## src/rtl/dmem_lsu_pkg.sv

```systemverilog
// Shared definitions for the data-memory load/store unit: RV32 width codes,
// FSM state encoding and the funct3 legality helper.
package dmem_lsu_pkg;

  localparam logic [2:0] F3_B  = 3'b000;
  localparam logic [2:0] F3_H  = 3'b001;
  localparam logic [2:0] F3_W  = 3'b010;
  localparam logic [2:0] F3_BU = 3'b100;
  localparam logic [2:0] F3_HU = 3'b101;

  typedef enum logic [2:0] {
    S_IDLE     = 3'd0,
    S_RD_ISSUE = 3'd1,
    S_RD_WAIT  = 3'd2,
    S_WR_ISSUE = 3'd3,
    S_WR_HOLD  = 3'd4,
    S_WR_WAIT  = 3'd5
  } lsu_state_e;

  // Unsigned widths only make sense for loads; 011/110/111 are never legal.
  function automatic logic f3_illegal(input logic is_store, input logic [2:0] f3);
    logic bad;
    case (f3)
      F3_B, F3_H, F3_W: bad = 1'b0;
      F3_BU, F3_HU:     bad = is_store;
      default:          bad = 1'b1;
    endcase
    return bad;
  endfunction

endpackage

```

## src/rtl/dmem_lsu_align.sv

```systemverilog
// Byte-lane steering between the 32-bit memory word and the CPU:
// extracts/extends load values and merges sub-word store data into a read word.
module dmem_lsu_align
  import dmem_lsu_pkg::*;
(
  input  logic [31:0] mem_word_i,
  input  logic [1:0]  off_i,
  input  logic [2:0]  funct3_i,
  input  logic [31:0] wdata_i,
  output logic [31:0] load_val_o,
  output logic [31:0] merged_o
);

  logic [7:0]  lane_b;
  logic [15:0] lane_h;

  // Select the addressed byte and half-word (little-endian lanes).
  always_comb begin
    case (off_i)
      2'd0:    lane_b = mem_word_i[7:0];
      2'd1:    lane_b = mem_word_i[15:8];
      2'd2:    lane_b = mem_word_i[23:16];
      default: lane_b = mem_word_i[31:24];
    endcase
    lane_h = off_i[1] ? mem_word_i[31:16] : mem_word_i[15:0];
  end

  // Sign- or zero-extend the selected lane according to the load width.
  always_comb begin
    case (funct3_i)
      F3_B:    load_val_o = {{24{lane_b[7]}}, lane_b};
      F3_BU:   load_val_o = {24'd0, lane_b};
      F3_H:    load_val_o = {{16{lane_h[15]}}, lane_h};
      F3_HU:   load_val_o = {16'd0, lane_h};
      default: load_val_o = mem_word_i;
    endcase
  end

  // Overlay store data onto the read word; full-word stores pass wdata unchanged.
  always_comb begin
    merged_o = mem_word_i;
    case (funct3_i)
      F3_B: begin
        case (off_i)
          2'd0:    merged_o[7:0]   = wdata_i[7:0];
          2'd1:    merged_o[15:8]  = wdata_i[7:0];
          2'd2:    merged_o[23:16] = wdata_i[7:0];
          default: merged_o[31:24] = wdata_i[7:0];
        endcase
      end
      F3_H: begin
        if (off_i[1]) merged_o[31:16] = wdata_i[15:0];
        else          merged_o[15:0]  = wdata_i[15:0];
      end
      default: merged_o = wdata_i;
    endcase
  end

endmodule

```

## src/rtl/dmem_lsu.sv

```systemverilog
// Load/store unit driving data_mem's re/we strobe protocol. Sub-word stores
// are performed as read-modify-write because data_mem has no byte enables.
module dmem_lsu
  import dmem_lsu_pkg::*;
#(
  parameter int ADDRW = 8
) (
  input  logic        clk,
  input  logic        rst,
  input  logic        req_i,
  input  logic        is_store_i,
  input  logic [2:0]  funct3_i,
  input  logic [31:0] addr_i,
  input  logic [31:0] wdata_i,
  output logic        busy_o,
  output logic        done_o,
  output logic [31:0] rdata_o,
  output logic        err_o,
  output logic        mem_re_o,
  output logic        mem_we_o,
  output logic [31:0] mem_addr_o,
  output logic [31:0] mem_din_o,
  input  logic [31:0] mem_dout_i,
  input  logic        mem_valid_i
);

  lsu_state_e  state_q;
  logic        is_store_q;
  logic [2:0]  funct3_q;
  logic [1:0]  off_q;
  logic [31:0] wdata_q;
  logic [31:0] mem_addr_q;
  logic [31:0] mem_din_q;
  logic [31:0] rdata_q;
  logic        done_q;
  logic        err_q;

  logic        req_bad;
  logic [31:0] load_val;
  logic [31:0] merged;

  // Classify the incoming request: bad width code, misalignment or out-of-range address.
  always_comb begin
    req_bad = f3_illegal(is_store_i, funct3_i)
            | (((funct3_i == F3_H) || (funct3_i == F3_HU)) && addr_i[0])
            | ((funct3_i == F3_W) && (addr_i[1:0] != 2'b00))
            | ((addr_i >> ADDRW) != 32'd0);
  end

  dmem_lsu_align u_align (
    .mem_word_i (mem_dout_i),
    .off_i      (off_q),
    .funct3_i   (funct3_q),
    .wdata_i    (wdata_q),
    .load_val_o (load_val),
    .merged_o   (merged)
  );

  // Transaction sequencer with registered completion/result outputs.
  always_ff @(posedge clk or posedge rst) begin
    if (rst) begin
      state_q    <= S_IDLE;
      is_store_q <= 1'b0;
      funct3_q   <= 3'd0;
      off_q      <= 2'd0;
      wdata_q    <= 32'd0;
      mem_addr_q <= 32'd0;
      mem_din_q  <= 32'd0;
      rdata_q    <= 32'd0;
      done_q     <= 1'b0;
      err_q      <= 1'b0;
    end else begin
      done_q <= 1'b0;
      err_q  <= 1'b0;
      case (state_q)
        S_IDLE: begin
          if (req_i) begin
            is_store_q <= is_store_i;
            funct3_q   <= funct3_i;
            off_q      <= addr_i[1:0];
            wdata_q    <= wdata_i;
            if (req_bad) begin
              done_q <= 1'b1;
              err_q  <= 1'b1;
            end else begin
              mem_addr_q <= {addr_i[31:2], 2'b00};
              mem_din_q  <= wdata_i;
              if (is_store_i && (funct3_i == F3_W)) state_q <= S_WR_ISSUE;
              else                                  state_q <= S_RD_ISSUE;
            end
          end
        end
        S_RD_ISSUE: state_q <= S_RD_WAIT;
        S_RD_WAIT: begin
          if (mem_valid_i) begin
            if (is_store_q) begin
              mem_din_q <= merged;
              state_q   <= S_WR_ISSUE;
            end else begin
              rdata_q <= load_val;
              done_q  <= 1'b1;
              state_q <= S_IDLE;
            end
          end
        end
        S_WR_ISSUE: state_q <= S_WR_HOLD;
        // A third write-enable cycle would start a second write in data_mem.
        S_WR_HOLD:  state_q <= S_WR_WAIT;
        S_WR_WAIT: begin
          if (mem_valid_i) begin
            done_q  <= 1'b1;
            state_q <= S_IDLE;
          end
        end
        default: state_q <= S_IDLE;
      endcase
    end
  end

  // Memory strobes are decoded directly from the state register.
  always_comb begin
    mem_re_o = (state_q == S_RD_ISSUE);
    mem_we_o = (state_q == S_WR_ISSUE) || (state_q == S_WR_HOLD);
    busy_o   = (state_q != S_IDLE);
  end

  assign done_o     = done_q;
  assign err_o      = err_q;
  assign rdata_o    = rdata_q;
  assign mem_addr_o = mem_addr_q;
  assign mem_din_o  = mem_din_q;

endmodule

```

## config.mk

```make
export PLATFORM = sky130hd
export DESIGN_NAME = dmem_lsu
export DESIGN_NICKNAME = d
export VERILOG_FILES = /design/src/rtl/dmem_lsu_pkg.sv /design/src/rtl/dmem_lsu_align.sv /design/src/rtl/dmem_lsu.sv
export SDC_FILE = /design/constraint.sdc
export NUM_CORES = 1
export LEC_CHECK = 0
export ABC_AREA = 1
export CAP_MARGIN = 25
export CORE_ASPECT_RATIO = 1.25
export CORE_UTILIZATION = 44
export DETAILED_ROUTE_END_ITERATION = 10
export PLACE_DENSITY = 0.77
export RECOVER_POWER = 50
export SKIP_LAST_GASP = 1
export SYNTH_ARGS = -nofsm -noshare
export SYNTH_HDL_FRONTEND = slang
export SYNTH_SLANG_ARGS = --single-unit
```

## constraint.sdc

```tcl
create_clock -name clk -period 4.4 [get_ports clk]
set_clock_uncertainty 0.2 [all_clocks]
set_input_delay 0.66 -clock clk [delete_from_list [all_inputs] [get_ports clk]]
set_output_delay 0.66 -clock clk [all_outputs]
set_load 0.01 [all_outputs]
```

* Word level (Yosys, flattened, before mapping)
Cells that the tools add are included.
** Word-level totals
- Register bits :: 137
- Input bits :: 104
- Output and inout bits :: 101
- Word-level logic and storage cells :: 85
** Cells by class
- Eq/ne operators :: 19
- Multiplexer cells :: 30
- Bitwise gates (word level) :: 5
- Reductions and logical operators :: 21
** Operators with widths (count)
- $mux 32 :: 4
- $pmux 32 s2 :: 2
- $pmux 32 s4 :: 1
- $mux 16 :: 3
- $mux 8 :: 4
- $reduce_bool 32->1 :: 1
- $pmux 8 s3 :: 1
- $eq 3x3->1 const B :: 6
- $pmux 3 s6 :: 1
- $mux 3 :: 4
- $ne 2x2->1 const B :: 5
- $eq 3x1->1 const B :: 3
- $eq 3x2->1 const B :: 3
- $logic_not 3->1 :: 3
- $mux 1 :: 6
- $reduce_and 3->1 :: 2
- $reduce_or 3->1 :: 2
- $reduce_and 5->1 :: 1
- $mux 2 :: 2
- $reduce_and 4->1 :: 1
- $reduce_bool 2->1 :: 2
- $logic_and 1x1->1 :: 3
- $or 1x1->1 :: 3
- $pmux 1 s3 :: 1
- other kinds (9) :: 11

* Longest topological paths before layout
Gate-level depths: netlist (run 1).
- Depth after elaboration :: 9
- Depth in mapped cells :: 11
- Gate-level depth less buffers :: 10

* Cells and area by module
From an unflattened synthesis (run 1), not the netlist that was laid out.
** Second synthesis, totals
- Cells, all modules :: 1082
- Area, all modules :: 7858.8 um^2
** By module, submodules not included
- dmem_lsu :: instances 1, cells each 670, area each 5829.3 um^2, seq. area each 3428.3 um^2
- dmem_lsu_align :: instances 1, cells each 412, area each 2029.4 um^2, seq. area each 0.0 um^2

* Worst setup path after synthesis (run 1)
Ideal clock, no wire load.
- Kind :: input port to flip-flop
- From :: input port addr_i[1]
- To :: register mem_din_q[10] (netlist: mem_din_o[10])
- Setup time :: 0.118 ns
- Arrival :: 1.721 ns
- Data required time :: 4.082 ns
- Path slack :: 2.361 ns
- Cell stages on the path :: 8
- Path buffers :: 1
- Cells stage by stage :: or2_0 -> nand3_1 -> nand3_1 -> o21bai_2 -> nand3_2 -> buf_4 -> nand2_1 -> nand2_1
** Between the ends
- Word-level cells in the longest chain between the ends :: 6
** Ends and longest elaborated chain
- start: declaration :: RTL line dmem_lsu.sv:13 : input logic [31:0] addr_i,
- $reduce_bool 2->1 :: RTL line dmem_lsu.sv:46 : | ((funct3_i == F3_W) && (addr_i[1:0] != 2'b00))
- $logic_and 1x1->1 :: RTL line dmem_lsu.sv:46
- $or 1x1->1 :: RTL line dmem_lsu.sv:46
- $or 1x1->1 :: RTL line dmem_lsu.sv:47 : | ((addr_i >> ADDRW) != 32'd0);
- $ne 2x2->1 (no line)
- $reduce_and 5->1 (no line)
- end signal: assignment :: RTL line dmem_lsu.sv:87 : mem_din_q <= wdata_i;
- end signal: assignment :: RTL line dmem_lsu.sv:97 : mem_din_q <= merged;
- end: declaration :: RTL line dmem_lsu.sv:33 : logic [31:0] mem_din_q;
Every way passes these cells.
A chain may end at the register's enable or synchronous reset.

==> results of run 1 <==
layout by cell type (no fill, tap or decap), drive strengths merged:
cell type	n
dlygate4sd3	34
o22ai	1
nand3b	1
nor3	1
buf	4
nand3	95
clkinv	6
a31oi	1
nor3b	1
o21ai	65
nand4	35
o21a	9
dfrtp	137
clkdlybuf4s50	168
clkbuf	21
nand2	332
o211ai	6
clkinvlp	2
bufinv	3
a21oi	46
nor2	89
or2	35
o21bai	1
inv	145
a21boi	8
conb	2
state kept, by name (all words and copies together) (netlist names):
| signal | count |
|---|---|
| mem_din_o | 32 |
| off_q | 2 |
| rdata_o | 32 |
| err_o | 1 |
| done_o | 1 |
| state_q | 3 |
| mem_addr_o | 30 |
| wdata_q | 32 |
| funct3_q | 3 |
| is_store_q | 1 |
worst paths after layout:
check                              startpoint        endpoint  slack, ns  cells past startpoint
worst max-delay path                      rst      rdata_o[0]       1.07                      3
worst min-delay path            mem_din_o[21]   mem_din_o[21]       0.28                      2
worst max register to register    funct3_q[1]      rdata_o[8]       1.29                      7
worst min register to register  mem_din_o[21]   mem_din_o[21]       0.28                      2
max in group clk                  funct3_q[1]      rdata_o[8]       1.29                      7
min in group asynchronous                 rst  mem_addr_o[14]       0.82                      2
metal layers:
layer,up-vias,global-route usage [%],share of wire [%]
met4,0,8.63,2.3
li1,3694,-,-
met5,-,0,0
met1,3416,33.3,43
met3,33,6.19,6.7
met2,257,41.6,48
through the flow:
step | worst slack, ns | area, um2
after floorplan | 1.83 | 7600
after global placement | 1.39 | 9660
after detailed placement | 1.29 | 9660
after CTS | 1.27 | 10300
after global routing | 0.550 | 10300
final | 1.07 | 10300
power by group through the flow:
stage	registers (mW)	clock network (mW)	logic [mW]
3_3_place_gp	2.11	0	3.19
5_1_grt	2.16	1.60	3.59
2_1_floorplan	2.12	0	2.04
6_report	2.09	1.52	3.24
3_5_place_dp	2.11	0	3.26
4_1_cts	2.10	1.54	3.28
worst reg2reg max path, delay by kind of cell, from the launching register on:
| family | cells | cell delay (ns) |
|---|---|---|
| buffers and inverters | 2 | 0.28 |
| and+or+nand+nor | 5 | 1.86 |
| DFF | 1 | 0.71 |
layout make-up:
| class | instances | share of cell area (%) |
|---|---|---|
| multi-input cells | 728 | 32.4 |
| clock buffers | 18 | 4.28 |
| flip-flops and latches | 137 | 33.4 |
| repair buffers | 209 | 20.2 |
| well taps | 220 | 2.68 |
| clock inverters | 14 | 1.82 |
| inverters | 142 | 5.23 |
kinds of logic (layout without fill, tap and decap cells):
logic type / count (synthesis) / in the layout / synth area share (%)
simple gates: 589 / 589 / 33.8
buf+inv: 200 / 383 / 11.0
compound gates: 137 / 137 / 9.95
flops: 137 / 137 / 45.2
other cells: 1 / 2 / 0.0494
==> results_dict.tcl, run 1 <==
set metrics [dict create \
    synth_seq_cells 137 \
    required_ns 4.49 \
    register_area_um2 3430 \
    worstMarginPinSlew_ns 1.44 \
    layout-drive-gt1-share_pct 7.13 \
    vias_per_cell 5.04 \
    irDropWorstVdd_mv 0.389 \
    multi_input_area_um2 3320 \
    synth_area_um2 7590 \
    fillers 1572 \
    drv_slew 0 \
    diodes 0 \
    finalCritPeriodShare_pct 75.7 \
    dp_cells 1436 \
    overflow 0 \
    portBuffers 202 \
    io_pins 205 \
    power_density_nw_per_um2 668 \
    leakage_nw 5.14 \
    yosys.cell_count.top_type "nand2_1" \
    finalPower_mw 6.85 \
    drtIter0Drc 501 \
    grt_setup_unrepaired "false" \
    cts_root_buf "clkbuf_16" \
    post_cts_buffers 0 \
    drc_errors 0 \
    internal_power_mw 3.98 \
    async_flop_share_pct 100 \
    vias 7400 \
    period_needed_ns 3.33 \
    grt_pass1_wl_um 35600 \
    core_um2 16800 \
    area_delta_synth_final_pct 35.1 \
    utilization_pct 60.9 \
    rows 53 \
    whs_ns 0.276 \
    max_cap_violations 0 \
    critPathArrivalTime_ns 3.42 \
    ys.flop_type "dfrtp_1" \
    yosys.area.top_type "dfrtp_1" \
    grt_use_total_pct 25.5 \
    clk_latency_ns 0.42 \
    startpoint_type "input port" \
    die_y_um 149 \
    post_cts_resized 0 \
    switching_share_pct 41.9 \
    dieWidth_um 119 \
    drt-wirelength-per-cell_um 15.0 \
    synth-edff-count 0 \
    max-slew-margin-rel_pct 3.31 \
    dieArea_um2 17800 \
    first_pass_iters 7 \
    seq_power_share_pct 30.6 \
    crit_slowest_cell "clkbuf_4" \
    ys_warn_count 0 \
    gp_congestion 0.905 \
    p_clk_share_pct 22.2 \
    clockBufferDepth 2 \
    crit_type "input port to async pin" \
    fmax_ghz 0.300 \
    hold_viol 0 \
    grt_antenna_before_repair 0 \
    hold_class "flip-flop to flip-flop" \
    ant_nets 0 \
    yosysTopAreaCellShare_pct 45.2 \
    setup-tns-final_ns 0 \
    setup_viol 0 \
    syn_inst 1064 \
    clk_pin_slew_ns 0.06 \
    p_switching_mw 2.87 \
    comb_power_share_pct 47.2 \
    endpoint_kind "async pin" \
    synth_seq_area_share_pct 45.2 \
    start_util_pct 45.1 \
    cts_tree "built" \
    htree_levels 4 \
    holdBufCountCts 0 \
    status "finished, final reports clean" \
    crit_family "buffers and inverters" \
    crit_chain "dlygate4sd3_1 -> clkinvlp_2 -> clkbuf_4" \
    cts.sinks 137 \
    final_net_count 1339 \
    layout.cells.non_filler 1468 \
    ys_top_cells_by_area "dfrtp_1, nand2_1, inv_1" \
    wl_um 22100 \
    grt_max_degree 105 \
    slowest_delay_ns 1.27 \
    worstPathMaxFanout 104 \
    cts_buffers 17 \
    synth.cells.most_frequent "nand2_1, dfrtp_1, inv_1" \
    hpwl_um 16200 \
    synth.avg_cell_area_um2 7.14 \
    grt_pass1_vias 6891 \
    ys_types 34 \
    critPathBufInv 3 \
]
Note: power is estimated with default switching activity, not from simulation.
==> run 2: changes to the inputs <==
CORE_UTILIZATION = 49   (was 44)
PLACE_DENSITY = 0.81   (was 0.77)
clock period = 3.39 ns   (was 4.4 ns; I/O delays follow)
==> results_dict.tcl, run 2 (same netlist as run 1, synthesis figures left out) <==
set metrics [dict create \
    reg2reg_slack_ns 0.78 \
    multi_input_area_um2 3330 \
    power_density_nw_per_um2 859 \
    holdBufCountCts 0 \
    r2r-start "state_q[2]" \
    rows 50 \
    cts.sinks 137 \
    hold_viol 0 \
    post_cts_resized 0 \
    io_pins 205 \
    crit_end "rdata_o[25]" \
    grt_antenna_before_repair 1 \
    finalCritPeriodShare_pct 76.9 \
    max_cap_violations 1 \
    register_area_um2 3430 \
    clockBufferDepth 2 \
    hold_class "flip-flop to flip-flop" \
    reg2regPathDepth 10 \
    first_pass_iters 5 \
    setup_viol 0 \
    status "complete, but fails checks" \
    post-place-ws_ns 0.608 \
    period_needed_ns 2.61 \
    vias 7519 \
    startpoint_type "flip-flop" \
    clk_latency_ns 0.43 \
    worstMarginPinSlew_ns 1.83 \
    grt_use_total_pct 28.8 \
    worstPathMaxFanout 33 \
    place_area_um2 9730 \
    rr_endpoint "rdata_o[25]" \
    post_cts_buffers 0 \
    dieArea_um2 16000 \
    drtIter0Drc 648 \
    leakage_nw 5.19 \
    layout_setup_ws_ns 0.783 \
    gp_congestion 0.924 \
    crit_start "state_q[2]" \
    cts_buffers 17 \
    overflow 0 \
    irDropWorstVdd_mv 0.462 \
    required_ns 3.52 \
    cts_root_buf "clkbuf_16" \
    vias_per_cell 5.12 \
    dieWidth_um 113 \
    grt_setup_unrepaired "false" \
    hpwl_um 15900 \
    die_y_um 141 \
    ant_nets 0 \
    area_delta_synth_final_pct 36.0 \
    portBuffers 202 \
    start_util_pct 50.4 \
    fin_area_um2 10300 \
    fillers 1262 \
    layout-drive-gt1-share_pct 8.34 \
    setup-tns-final_ns 0 \
    wl_um 22100 \
    max-slew-margin-rel_pct -22.2 \
    crit_type "flip-flop to flip-flop" \
    cts_tree "built" \
    final_common_cell "nand2_1" \
    core_um2 15100 \
    grt_max_degree 138 \
    drc_errors 0 \
    finalPower_mw 8.87 \
    whs_ns 0.271 \
    drt-wirelength-per-cell_um 15.1 \
    critPathArrivalTime_ns 2.74 \
    fmax_ghz 0.384 \
    endpoint_kind "flip-flop" \
    clk_pin_slew_ns 0.06 \
    final_net_count 1350 \
    grt_pass1_wl_um 36000 \
    htree_levels 4 \
    violations "capacitance limit, slew limit" \
    grt_pass1_vias 7094 \
    drv_slew 138 \
    layout_common_cells "nand2_1, clkdlybuf4s50_1, dfrtp_1" \
]
run 2: stage by stage:
step                cells  util, %
global route         1468     68.5
CTS                  1467     68.5
finish               1468     68.5
floorplan            1065        -
detailed placement   1435     64.5
global placement     1435     64.5
run 2: layer usage:
metal  GRT usage, %  vias up  part of all wire [%]
met5              0        -                     0
met4           9.83        0                   1.9
met3           6.41       36                   6.5
met2           46.9      287                    49
met1           37.9     3488                    42
li1               -     3708                     -
run 2: worst min path at each step:
stage                             start  cells after the start             to
after floorplan             wdata_q[16]                      1    wdata_q[16]
after global placement    mem_din_o[19]                      2  mem_din_o[19]
after detailed placement  mem_din_o[19]                      2  mem_din_o[19]
after CTS                 mem_addr_o[2]                      2  mem_addr_o[2]
after global routing      mem_din_o[19]                      2  mem_din_o[19]
final                     mem_din_o[21]                      2  mem_din_o[21]
run 2: report_power, final:
part | switching, mW | internal [mW] | leakage, nW
combinational | 2.59 | 1.74 | 3.30
sequential | 0.371 | 2.28 | 1.60
clock | 0.774 | 1.12 | 0.290
run 2: area by class of cell:
type / instances / share of cell area (%)
inverters: 142 / 5.22
flip-flops and latches: 137 / 33.2
multi-input cells: 728 / 32.3
well taps: 208 / 2.52
clock buffers: 18 / 4.25
clock inverters: 14 / 1.56
diodes: 1 / 0.0242
repair buffers: 220 / 20.9
run 2: critical path: stages, from the launching register on:
cell and delay (ns):
dfrtp_1 0.48, inv_2 0.09, nand3_2 0.09, inv_2 0.36
nand2_2 0.15, nor2_4 0.12, inv_1 0.42, a21oi_1 0.34
nand3_1 0.12, nand2_1 0.09, inv_1 0.04
==> run 3: changes to the inputs <==
CORE_UTILIZATION = 44   (was 49)
PLACE_DENSITY = 0.77   (was 0.81)
clock period = 2.2 ns   (was 3.39 ns; I/O delays follow)
==> results_dict.tcl, run 3 (same netlist as run 1, synthesis figures left out) <==
set metrics [dict create \
    status "finished, final reports clean" \
    leakage_nw 5.30 \
    dieWidth_um 119 \
    drc_errors 0 \
    fin_area_um2 10500 \
    start_util_pct 45.1 \
    grt_use_total_pct 26.7 \
    grt_max_degree 77 \
    grt_antenna_before_repair 0 \
    clk_pin_slew_ns 0.07 \
    hpwl_um 16900 \
    layout.cells.non_filler 1496 \
    dp_cells 1462 \
    drv_slew 0 \
    vias 7605 \
    max-slew-margin-rel_pct 46.3 \
    required_ns 1.67 \
    drtIter0Drc 619 \
    rows 53 \
    grt_setup_unrepaired "false" \
    finalPower_mw 14.1 \
    layout_setup_ws_ns 0.0577 \
    die_y_um 149 \
    worstPathMaxFanout 4 \
    htree_levels 4 \
    ant_nets 0 \
    grt_pass1_wl_um 37300 \
    core_um2 16800 \
    area_delta_synth_final_pct 38.8 \
    overflow 0 \
    startpoint_type "flip-flop" \
    final_common_cell "nand2_1" \
    cts_tree "built" \
    finalCritPeriodShare_pct 97.4 \
    post-place-ws_ns 0.00374 \
    gp_congestion 0.972 \
    cts_buffers 17 \
    clockBufferDepth 2 \
    endpoint_kind "output pin" \
    period_needed_ns 2.14 \
    layout_common_cells "nand2_1, clkdlybuf4s50_1, dfrtp_1" \
    crit_type "flip-flop to output pin" \
    clk_latency_ns 0.43 \
    cts_root_buf "clkbuf_16" \
    hold_viol 0 \
    critPathArrivalTime_ns 1.61 \
    slowest_delay_ns 0.43 \
    crit_chain "nor2_1 -> inv_1 -> nor2_4 -> inv_2 -> dlygate4sd2_1" \
    diodes 0 \
    setup_viol 0 \
    dieArea_um2 17800 \
    grt_pass1_vias 7176 \
    hold_class "input port to flip-flop" \
    drt-wirelength-per-cell_um 15.4 \
    io_pins 205 \
    portBuffers 202 \
    cts.sinks 137 \
    irDropWorstVdd_mv 0.709 \
    place_area_um2 9980 \
    layout-drive-gt1-share_pct 9.80 \
    vias_per_cell 5.08 \
    fmax_ghz 0.467 \
    final_net_count 1367 \
    max_cap_violations 0 \
    power_density_nw_per_um2 1340 \
    setup-tns-final_ns 0 \
    worstMarginPinSlew_ns 0.802 \
    first_pass_iters 6 \
    crit_slowest_cell "dfrtp_2" \
    wl_um 23100 \
]
-- run 3: cell types whose count changed in the layout (fill, tap and decap cells not counted), sizes merged, moves of 2 or more --
| cell | delta |
|---|---|
| buf | +13 |
| clkbuf | +3 |
| clkdlybuf4s50 | +42 |
| clkinv | +2 |
| dlygate4sd2 | +2 |
| dlygate4sd3 | -45 |
-- run 3: area by class of cell --
| class | instances | area (um2) |
|---|---|---|
| fillers | 1521 | 6300 |
| flip-flops and latches | 137 | 3430 |
| multi-input cells | 728 | 3340 |
| repair buffers | 237 | 2350 |
| inverters | 142 | 537 |
| clock buffers | 17 | 425 |
| well taps | 220 | 275 |
| clock inverters | 15 | 184 |
-- run 3: routing by layer --
metal  part of all wire [%]  vias up  track usage [%]
met2                     50      319             44.9
li1                       -     3747                -
met4                    2.1        0             9.06
met5                      0        -                0
met1                     41     3503             33.9
met3                    7.3       36             5.85
-- run 3: worst max-delay path: cells and delay by family, from the launching register on --
family,cells,cell delay [ns]
flip-flops,1,0.43
AND/OR/NAND/NOR,2,0.25
buffers and inverters,3,0.49
-- run 3: power by group --
part	total, mW	switching, mW	internal (mW)
logic	7.11	4.14	2.97
clock network	2.91	1.28	1.63
registers	4.07	0.555	3.51
-- run 3: worst paths after layout --
| kind | from | end | slack [ns] | depth (start not counted) |
|---|---|---|---|---|
| setup / recovery | state_q[1] | busy_o | 0.06 | 5 |
| hold / removal | addr_i[2] | mem_addr_o[2] | 0.24 | 3 |
| setup reg to reg | funct3_q[1] | rdata_o[31] | 0.14 | 7 |
| hold reg to reg | mem_din_o[20] | mem_din_o[20] | 0.28 | 2 |
| max in group asynchronous | rst | state_q[2] | 0.42 | 3 |
| min in group asynchronous | rst | mem_addr_o[8] | 0.27 | 2 |
-- run 3: stage by stage --
step                      hold WS, ns  util (%)
final                           0.244      62.6
after global routing            0.242      62.6
after CTS                      0.0901      62.9
after detailed placement        0.264      59.3
after global placement          0.259      59.3
after floorplan                 0.240         -
-- run 3: repair_timing --
action | 4_1_cts | 5_1_grt
setup buffers | 0 | 2
hold buffers | 0 | 0
resized for setup | 3 | 6
endpoints found under the setup margin | 3 | 17
